$ cat config.mk
export PLATFORM = sky130hd
export DESIGN_NAME = fetch_seq_flat
export DESIGN_NICKNAME = d
export VERILOG_FILES = /design/src/rtl/fetch_seq_if.sv /design/src/rtl/fetch_seq.sv /design/src/flat_wrapper.sv
export SDC_FILE = /design/constraint.sdc
export NUM_CORES = 1
export LEC_CHECK = 0
export CAP_MARGIN = 20
export CORE_ASPECT_RATIO = 1.2
export CORE_MARGIN = 5
export CORE_UTILIZATION = 47
export CTS_BUF_LIST = sky130_fd_sc_hd__clkbuf_8
export CTS_CLUSTER_SIZE = 10
export DETAILED_ROUTE_END_ITERATION = 7
export PLACE_DENSITY = 0.82
export SYNTH_ARGS = -nofsm -noshare
export SYNTH_HDL_FRONTEND = slang
export SYNTH_SLANG_ARGS = --single-unit
$ cat constraint.sdc
create_clock -name clk -period 2.9 [get_ports clk]
set_input_delay 0.435 -clock clk [delete_from_list [all_inputs] [get_ports clk]]
set_output_delay 0.435 -clock clk [all_outputs]
set_load 0.01 [all_outputs]
$ cat src/rtl/fetch_seq_if.sv
// Bundle of the fetch sequencer's code-RAM, decode-handshake, branch and status signals.
// master = fetch_seq side, slave = code RAM / decode / branch environment.
`ifndef PCWIDTH
`define PCWIDTH 8
`endif
`ifndef INSWIDTH
`define INSWIDTH 16
`endif

interface fetch_seq_if #(
    parameter int unsigned PCW  = `PCWIDTH,
    parameter int unsigned INSW = `INSWIDTH
);
    logic            start;
    logic [PCW-1:0]  pc_out;
    logic [INSW-1:0] ins_in;
    logic            out_valid;
    logic            out_ready;
    logic [INSW-1:0] out_ins;
    logic [PCW-1:0]  out_pc;
    logic            br_valid;
    logic [PCW-1:0]  br_target;
    logic            busy;
    logic            done;
    logic [15:0]     fetched;

    modport master (
        input  start, ins_in, out_ready, br_valid, br_target,
        output pc_out, out_valid, out_ins, out_pc, busy, done, fetched
    );

    modport slave (
        output start, ins_in, out_ready, br_valid, br_target,
        input  pc_out, out_valid, out_ins, out_pc, busy, done, fetched
    );
endinterface

$ cat src/rtl/fetch_seq.sv
// Instruction-fetch sequencer: drives the code-RAM address, buffers one fetched
// instruction for decode, handles branch redirects and end-of-program.
`ifndef PCWIDTH
`define PCWIDTH 8
`endif
`ifndef INSWIDTH
`define INSWIDTH 16
`endif
`ifndef NOP
`define NOP 4'hF
`endif
`ifndef R0
`define R0 4'h0
`endif
`ifndef RESTINSWIDTH
`define RESTINSWIDTH 8
`endif

module fetch_seq #(
    parameter int unsigned PCW      = `PCWIDTH,
    parameter int unsigned INSW     = `INSWIDTH,
    parameter int unsigned CODESIZE = 8
) (
    input  logic        clk,
    input  logic        rst,
    fetch_seq_if.master bus
);
    typedef enum logic [1:0] {IDLE, RUN, DRAIN, DONE} state_t;

    localparam logic [INSW-1:0] NOP_WORD = {`NOP, `R0, `RESTINSWIDTH'd0};

    state_t          state, state_d;
    logic [PCW-1:0]  pc;
    logic [PCW-1:0]  ins_pc;
    logic [INSW-1:0] ins;
    logic            valid;
    logic [15:0]     fetch_count;

    logic do_start, do_capture, do_branch, do_retire;
    logic handshake, br_in_range, last_pc;

    assign handshake   = valid & bus.out_ready;
    assign br_in_range = 32'(bus.br_target) < CODESIZE;
    assign last_pc     = 32'(pc) == CODESIZE - 1;

    always_comb begin
        // NOTE: every output of this block gets a default first so no latch is inferred.
        state_d    = state;
        do_start   = 1'b0;
        do_capture = 1'b0;
        do_branch  = 1'b0;
        do_retire  = 1'b0;
        case (state)
            IDLE, DONE: begin
                if (bus.start) begin
                    state_d  = RUN;
                    do_start = 1'b1;
                end
            end
            RUN, DRAIN: begin
                // A redirect outranks both capture and stall.
                if (bus.br_valid) begin
                    do_branch = 1'b1;
                    state_d   = br_in_range ? RUN : DRAIN;
                end else if (!valid || bus.out_ready) begin
                    if (state == RUN) begin
                        do_capture = 1'b1;
                        if (last_pc) state_d = DRAIN;
                    end else begin
                        do_retire = 1'b1;
                        state_d   = DONE;
                    end
                end
            end
            default: state_d = IDLE;
        endcase
    end

    // NOTE: sequential state uses non-blocking assignments so all registers update together.
    always_ff @(posedge clk) begin
        if (rst) state <= IDLE;
        else     state <= state_d;
    end

    always_ff @(posedge clk) begin
        if (rst) begin
            pc          <= '0;
            valid       <= 1'b0;
            ins_pc      <= '0;
            ins         <= NOP_WORD;
            fetch_count <= '0;
        end else if (do_start) begin
            pc          <= '0;
            valid       <= 1'b0;
            fetch_count <= '0;
        end else begin
            if (do_branch) begin
                pc    <= bus.br_target;
                valid <= 1'b0;
            end else if (do_capture) begin
                ins    <= bus.ins_in;
                ins_pc <= pc;
                valid  <= 1'b1;
                pc     <= pc + PCW'(1);
            end else if (do_retire) begin
                valid <= 1'b0;
            end
            // A handshake flushed by a same-cycle branch is not counted.
            if (handshake && !bus.br_valid && fetch_count != 16'hFFFF)
                fetch_count <= fetch_count + 16'd1;
        end
    end

    assign bus.pc_out    = pc;
    assign bus.out_valid = valid;
    assign bus.out_ins   = ins;
    assign bus.out_pc    = ins_pc;
    assign bus.fetched   = fetch_count;
    assign bus.busy      = (state == RUN) || (state == DRAIN);
    assign bus.done      = (state == DONE);
endmodule

$ cat src/flat_wrapper.sv
// flat-port wrapper written by rule: the top's interface ports become plain ports
module fetch_seq_flat 
#(
    parameter int unsigned PCW      = `PCWIDTH,
    parameter int unsigned INSW     = `INSWIDTH,
    parameter int unsigned CODESIZE = 8
)
  (clk, rst, bus_start, bus_ins_in, bus_out_ready, bus_br_valid, bus_br_target, bus_pc_out, bus_out_valid, bus_out_ins, bus_out_pc, bus_busy, bus_done, bus_fetched);
  fetch_seq_if #(.PCW(PCW), .INSW(INSW)) bus_i ();
  input  logic clk;
  input  logic rst;
  input wire logic [$bits(bus_i.start)-1:0] bus_start;
  input wire logic [$bits(bus_i.ins_in)-1:0] bus_ins_in;
  input wire logic [$bits(bus_i.out_ready)-1:0] bus_out_ready;
  input wire logic [$bits(bus_i.br_valid)-1:0] bus_br_valid;
  input wire logic [$bits(bus_i.br_target)-1:0] bus_br_target;
  output wire logic [$bits(bus_i.pc_out)-1:0] bus_pc_out;
  output wire logic [$bits(bus_i.out_valid)-1:0] bus_out_valid;
  output wire logic [$bits(bus_i.out_ins)-1:0] bus_out_ins;
  output wire logic [$bits(bus_i.out_pc)-1:0] bus_out_pc;
  output wire logic [$bits(bus_i.busy)-1:0] bus_busy;
  output wire logic [$bits(bus_i.done)-1:0] bus_done;
  output wire logic [$bits(bus_i.fetched)-1:0] bus_fetched;
  assign bus_i.start = bus_start;
  assign bus_i.ins_in = bus_ins_in;
  assign bus_i.out_ready = bus_out_ready;
  assign bus_i.br_valid = bus_br_valid;
  assign bus_i.br_target = bus_br_target;
  assign bus_pc_out = bus_i.pc_out;
  assign bus_out_valid = bus_i.out_valid;
  assign bus_out_ins = bus_i.out_ins;
  assign bus_out_pc = bus_i.out_pc;
  assign bus_busy = bus_i.busy;
  assign bus_done = bus_i.done;
  assign bus_fetched = bus_i.fetched;
  fetch_seq #(.PCW(PCW), .INSW(INSW), .CODESIZE(CODESIZE)) u_core (.clk(clk), .rst(rst), .bus(bus_i));
endmodule
After elaboration in Yosys (flattened, before gate mapping). Index checks and enable logic that the tools add are counted.

Output and inout port bits: 51. Input port bits: 29. Bits in registers: 51. Word-level logic and storage cells: 58.

Equality and inequality tests: 8. $lt $le $gt $ge: 1. Add/sub/neg operators: 2. Bitwise operators: 3. Muxes and demuxes: 23. Reductions and logical operators: 15.

Operators with widths (count): adder 16 x 1 -> 16 bit, second input constant (1); 2-to-1 mux 8 bit (2); != test 16 bit, second input constant (1); 2-to-1 mux 1 bit (14); 2-to-1 mux 2 bit (6); adder 8 x 1 -> 8 bit, second input constant (1); equality test 8 x 3 -> 1 bit, second input constant (1); less-than comparator 8 x 4 -> 1 bit, second input constant (1); AND reduction 3 bit (2); OR reduction 2 bit (3); equality test 2 bit, second input constant (2); != test 4 x 3 -> 1 bit, second input constant (1); case mux 2 bit (2 select lines) (1); nonzero test 2 bit (2); != test 3 x 2 -> 1 bit, second input constant (1); OR reduction 3 bit (1); equality test 2 x 1 -> 1 bit, second input constant (1); logical AND 1 bit (2); zero test 1 bit (2); zero test 2 bit (1); logical OR 1 bit (2); != test 2 bit, second input constant (1); NOT 1 bit (2); bitwise AND 1 bit (1).

Logic depth before layout (Yosys ltp).
Depth in word-level cells: 7. Depth in mapped cells: 9. Gate-level depth less buffers: 6.

Worst setup path after synthesis. OpenSTA, ideal clock, no wires.

Path kind: register to register. Start point: reg u_core.state[1]. End point: reg u_core.pc[7] (netlist: u_core.bus.pc_out[7]). Clock period less this slack: 2.080 ns. Buffers on the path: 2. Data required time: 2.825 ns. Arrival: 2.005 ns. Library setup time: 0.075 ns. Path slack: 0.820 ns. Cell stages (with the launch flop): 9. Cells stage by stage: dfxtp_1 -> inv_1 -> ha_1 -> or3b_1 -> buf_2 -> or2_1 -> buf_6 -> o41a_1 -> o22ai_1.

Longest elaborated chain between the ends: 6. Elaborated cells on any way between the ends: 15. Those cells by class: 3 x eq/ne; 7 x mux; 5 x reduce/logical.

RTL lines: start: declaration (RTL line fetch_seq.sv:32) `state_t state, state_d;`; start signal: assignment (RTL line fetch_seq.sv:82) `else state <= state_d;`; equality test 2 x 1 -> 1 bit (RTL line fetch_seq.sv:53, fetch_seq.sv:66); 2-to-1 mux 1 bit (RTL line fetch_seq.sv:66) `if (state == RUN) begin`; 2-to-1 mux 1 bit (RTL line fetch_seq.sv:65) `end else if (!valid || bus.out_ready) begin`; 2-to-1 mux 1 bit (RTL line fetch_seq.sv:62) `if (bus.br_valid) begin`; 2-to-1 mux 1 bit (RTL line fetch_seq.sv:53) `case (state)`; nonzero test 2 bit (no line); end signal: assignment (RTL line fetch_seq.sv:98) `pc <= bus.br_target;`; end signal: assignment (RTL line fetch_seq.sv:104) `pc <= pc + PCW'(1);`; end: declaration (RTL line fetch_seq.sv:33) `logic [PCW-1:0] pc;`.

Parallel ways exist; a longest one is shown, timed or not. A chain may end at the register's enable or synchronous reset.

Final worst setup path. Ends and elaborated chain as after synthesis.

==> qor.txt <==
Max clock buf depth = 2
mapped cell area = 2380 um2
drt pass-1 iters = 4
Yosys top cell by area = dfxtp_1
WL final = 6.47 mm
pre-CTS setup slack = 0.533 ns
first-pass GRT wire length = 10.6 mm
run status = finished clean
CTS tree = built
Fin Setup TNS = 0 ns
initial antenna violation count = 0
Logic pwr share = 29.8%
H-tree depth = 2
Initial Utilization = 48.4%
ant diodes = 0
Avg WL per Cell = 14.9 um
root buffer cell = clkbuf_8
Die Y = 87.9 um
share of cells above drive strength 1 = 4.27%
Clk pin slew, worst setup/hold paths = 0.09 ns
clk sink count = 51
Syn Inst Count = 300
Clock power frac = 26.2%
Int Pwr = 1.30 mW
Clock Latency Late Sink = 0.30 ns
Sw Ratio = 31.9%
CP Cell Sequence = inv_1, ha_1, or3b_1, or2_1, o41a_1, o22ai_1
Slowest-stage cell, CP = or3b_1
Post-synth ARST share = 0%
CTS Hold Bufs = 0
Via density = 5.69
fin crit share = 81.8%
Fmax achieved = 422 MHz
syn_area_per_cell = 7.92 um2
Worst Hold Class = reg2reg
FP Rows = 28
Mapped Nets = 334
Synth Flop Type = dfxtp_1
final setup margin = 0.528 ns
GRT overflow = 0
critical path's largest stage delay = 0.54 ns
full die area = 6580 um2
hpwl dp = 4.72 mm
register bit count reported by yosys = 51
Reg power frac = 44.0%
PwrDens = 574 nW/um2
initial DRC count = 127
CP endpoint kind = register
die width = 74.9 um
Post-Layout Cell Count = 435
RSZ-0062 raised after global routing = false
WS Path Type = reg2reg
Yosys top cell area share = 43.0%
core area = 4900 um2
fraction of the yosys area taken by sequential cells = 43.0%
Worst Tran Pin Value = 0.762 ns
Rel. slew slack = 49.2%
Hold Vio Cnt, Final = 0
largest net degree at the start of global routing = 30
Area Growth Syn to Fin = 39.5%
EDFF count, synth = 0
Layout Nets = 408
DRT antenna net count = 0
vias in the first global route = 2292
gpl congestion = 0.846
postcts setup bufs = 0
Port Buffer Count = 79
Arr. time, crit path = 2.60 ns
Startpoint Class = register
CP max FO = 11
# IOs = 80
Sw Pwr = 0.608 mW
Synth cell types = 45
Max VDD drop = 0.000360 V
gr usage total = 20.2%
DRC viols = 0
Tmin final = 2.37 ns
clk_skew = 0.00442 ns
ranking of synthesized cells by area = dfxtp_1 43%, nand2_1 10%, a21oi_1 8.8%
Synthesis Warnings = 0
Total Power = 1.90 mW
Final Slew Violations = 0
LEAKAGE = 1.10 nW
Worst Path Required = 3.13 ns
number of max-cap violations = 0
CTS-repair resized insts = 0
count of final setup violators = 0
Placed Cells = 427
vias = 2477
Num CTS Buffers = 5
## synth_stat cells (2+ instances only)
master and number:
and3_1 2, o21ai_0 17, a31oi_1 4, or4_1 5
nor4_1 3, o31a_1 2, dfxtp_1 51, nor2b_1 2
buf_6 2, nor2_1 7, or3_1 8, inv_1 8
nor3b_1 2, clkbuf_1 13, a211oi_1 2, nand2b_1 2
and4_1 2, ha_1 5, o31ai_1 6, and4b_1 2
nand3_1 9, nand4_1 9, xnor2_1 2, o211ai_1 2
a21oi_1 42, nand2_1 66, nand3b_1 5, buf_2 3
## flip-flops by register name, indices dropped and copies added (netlist names)
register	flops
u_core.bus.fetched	16
u_core.bus.out_ins	16
u_core.bus.out_pc	8
u_core.bus.out_valid	1
u_core.bus.pc_out	8
u_core.state	2
## logic make-up (layout without fill, tap and decap cells)
logic type,Yosys count,after routing,share of synthesized area [%]
buffers and inverters,26,101,4.90
AO/OA/AOI/OAI,85,85,21.0
flip-flops,51,51,43.0
AND/OR/NAND/NOR,131,131,27.8
XOR/XNOR,2,2,0.737
adder cells (fa/ha/maj),5,5,2.63
## critical path: cells and delay by family, from the launching register on
kind	cells	cell delay, ns
AOI/OAI and AO/OA	2	0.59
buffers and inverters	1	0.07
and+or+nand+nor	2	0.89
DFF	1	0.36
adders and majority gates	1	0.40
## final cells by class
type,count,area [um2]
inverter,8,30.0
tap,60,75.1
fill,423,1590
clock inverter,3,43.8
timing repair buffer,85,836
multi-input combinational,223,1240
clock buffer,5,68.8
sequential,51,1020
## metal layers
metal / track usage, % / vias to the layer above / part of all wire [%]
li1: - / 1224 / -
met1: 25.9 / 1159 / 42
met3: 4.82 / 11 / 6.5
met4: 6.96 / 0 / 1.3
met2: 33.0 / 83 / 51
met5: 0 / - / 0
## power groups by stage
stage | Combinational, mW | Sequential (mW) | Clock (mW)
3_5_place_dp | 0.569 | 0.852 | 0
3_3_place_gp | 0.558 | 0.849 | 0
6_report | 0.568 | 0.837 | 0.498
2_1_floorplan | 0.301 | 0.862 | 0
4_1_cts | 0.572 | 0.836 | 0.513
5_1_grt | 0.629 | 0.849 | 0.537
## cell usage in the layout, fill, tap and decap left out, types with 3 or more instances in the layout
| cell type | netlist | final |
|---|---|---|
| a21oi_1 | 42 | 42 |
| dfxtp_1 | 51 | 51 |
| clkbuf_8 | 0 | 5 |
| or4_1 | 5 | 5 |
| o31ai_1 | 6 | 6 |
| nor2_1 | 7 | 6 |
| buf_4 | 0 | 6 |
| nor4_1 | 3 | 3 |
| nand4_1 | 9 | 9 |
| inv_1 | 8 | 8 |
| clkdlybuf4s50_1 | 0 | 79 |
| a31oi_1 | 4 | 4 |
| nand3_1 | 9 | 9 |
| nand2_1 | 66 | 66 |
| o21ai_0 | 17 | 17 |
| or3_1 | 8 | 8 |
| nand3b_1 | 5 | 5 |
| ha_1 | 5 | 5 |
## final timing paths
path | from | end | cells after the start | slack (ns)
setup reg to reg | u_core.state[1]$_SDFFE_PP0P_ | u_core.bus.pc_out[7]$_SDFFE_PP0P_ | 6 | 0.53
hold / removal | u_core.bus.out_ins[4]$_SDFFE_PP0P_ | u_core.bus.out_ins[4]$_SDFFE_PP0P_ | 2 | 0.46
hold reg to reg | u_core.bus.out_ins[4]$_SDFFE_PP0P_ | u_core.bus.out_ins[4]$_SDFFE_PP0P_ | 2 | 0.46
setup / recovery | u_core.state[1]$_SDFFE_PP0P_ | u_core.bus.pc_out[7]$_SDFFE_PP0P_ | 6 | 0.53
## metrics by stage
stage                     hold slack, ns  cell area [um2]  utilization (%)
after global placement             0.441             3200             65.3
after CTS                          0.461             3320             67.6
after floorplan                    0.470             2380                -
final                              0.458             3320             67.6
after global routing               0.475             3320             67.6
after detailed placement           0.447             3200             65.3
No activity file was read; power rests on OpenSTA's default activity.
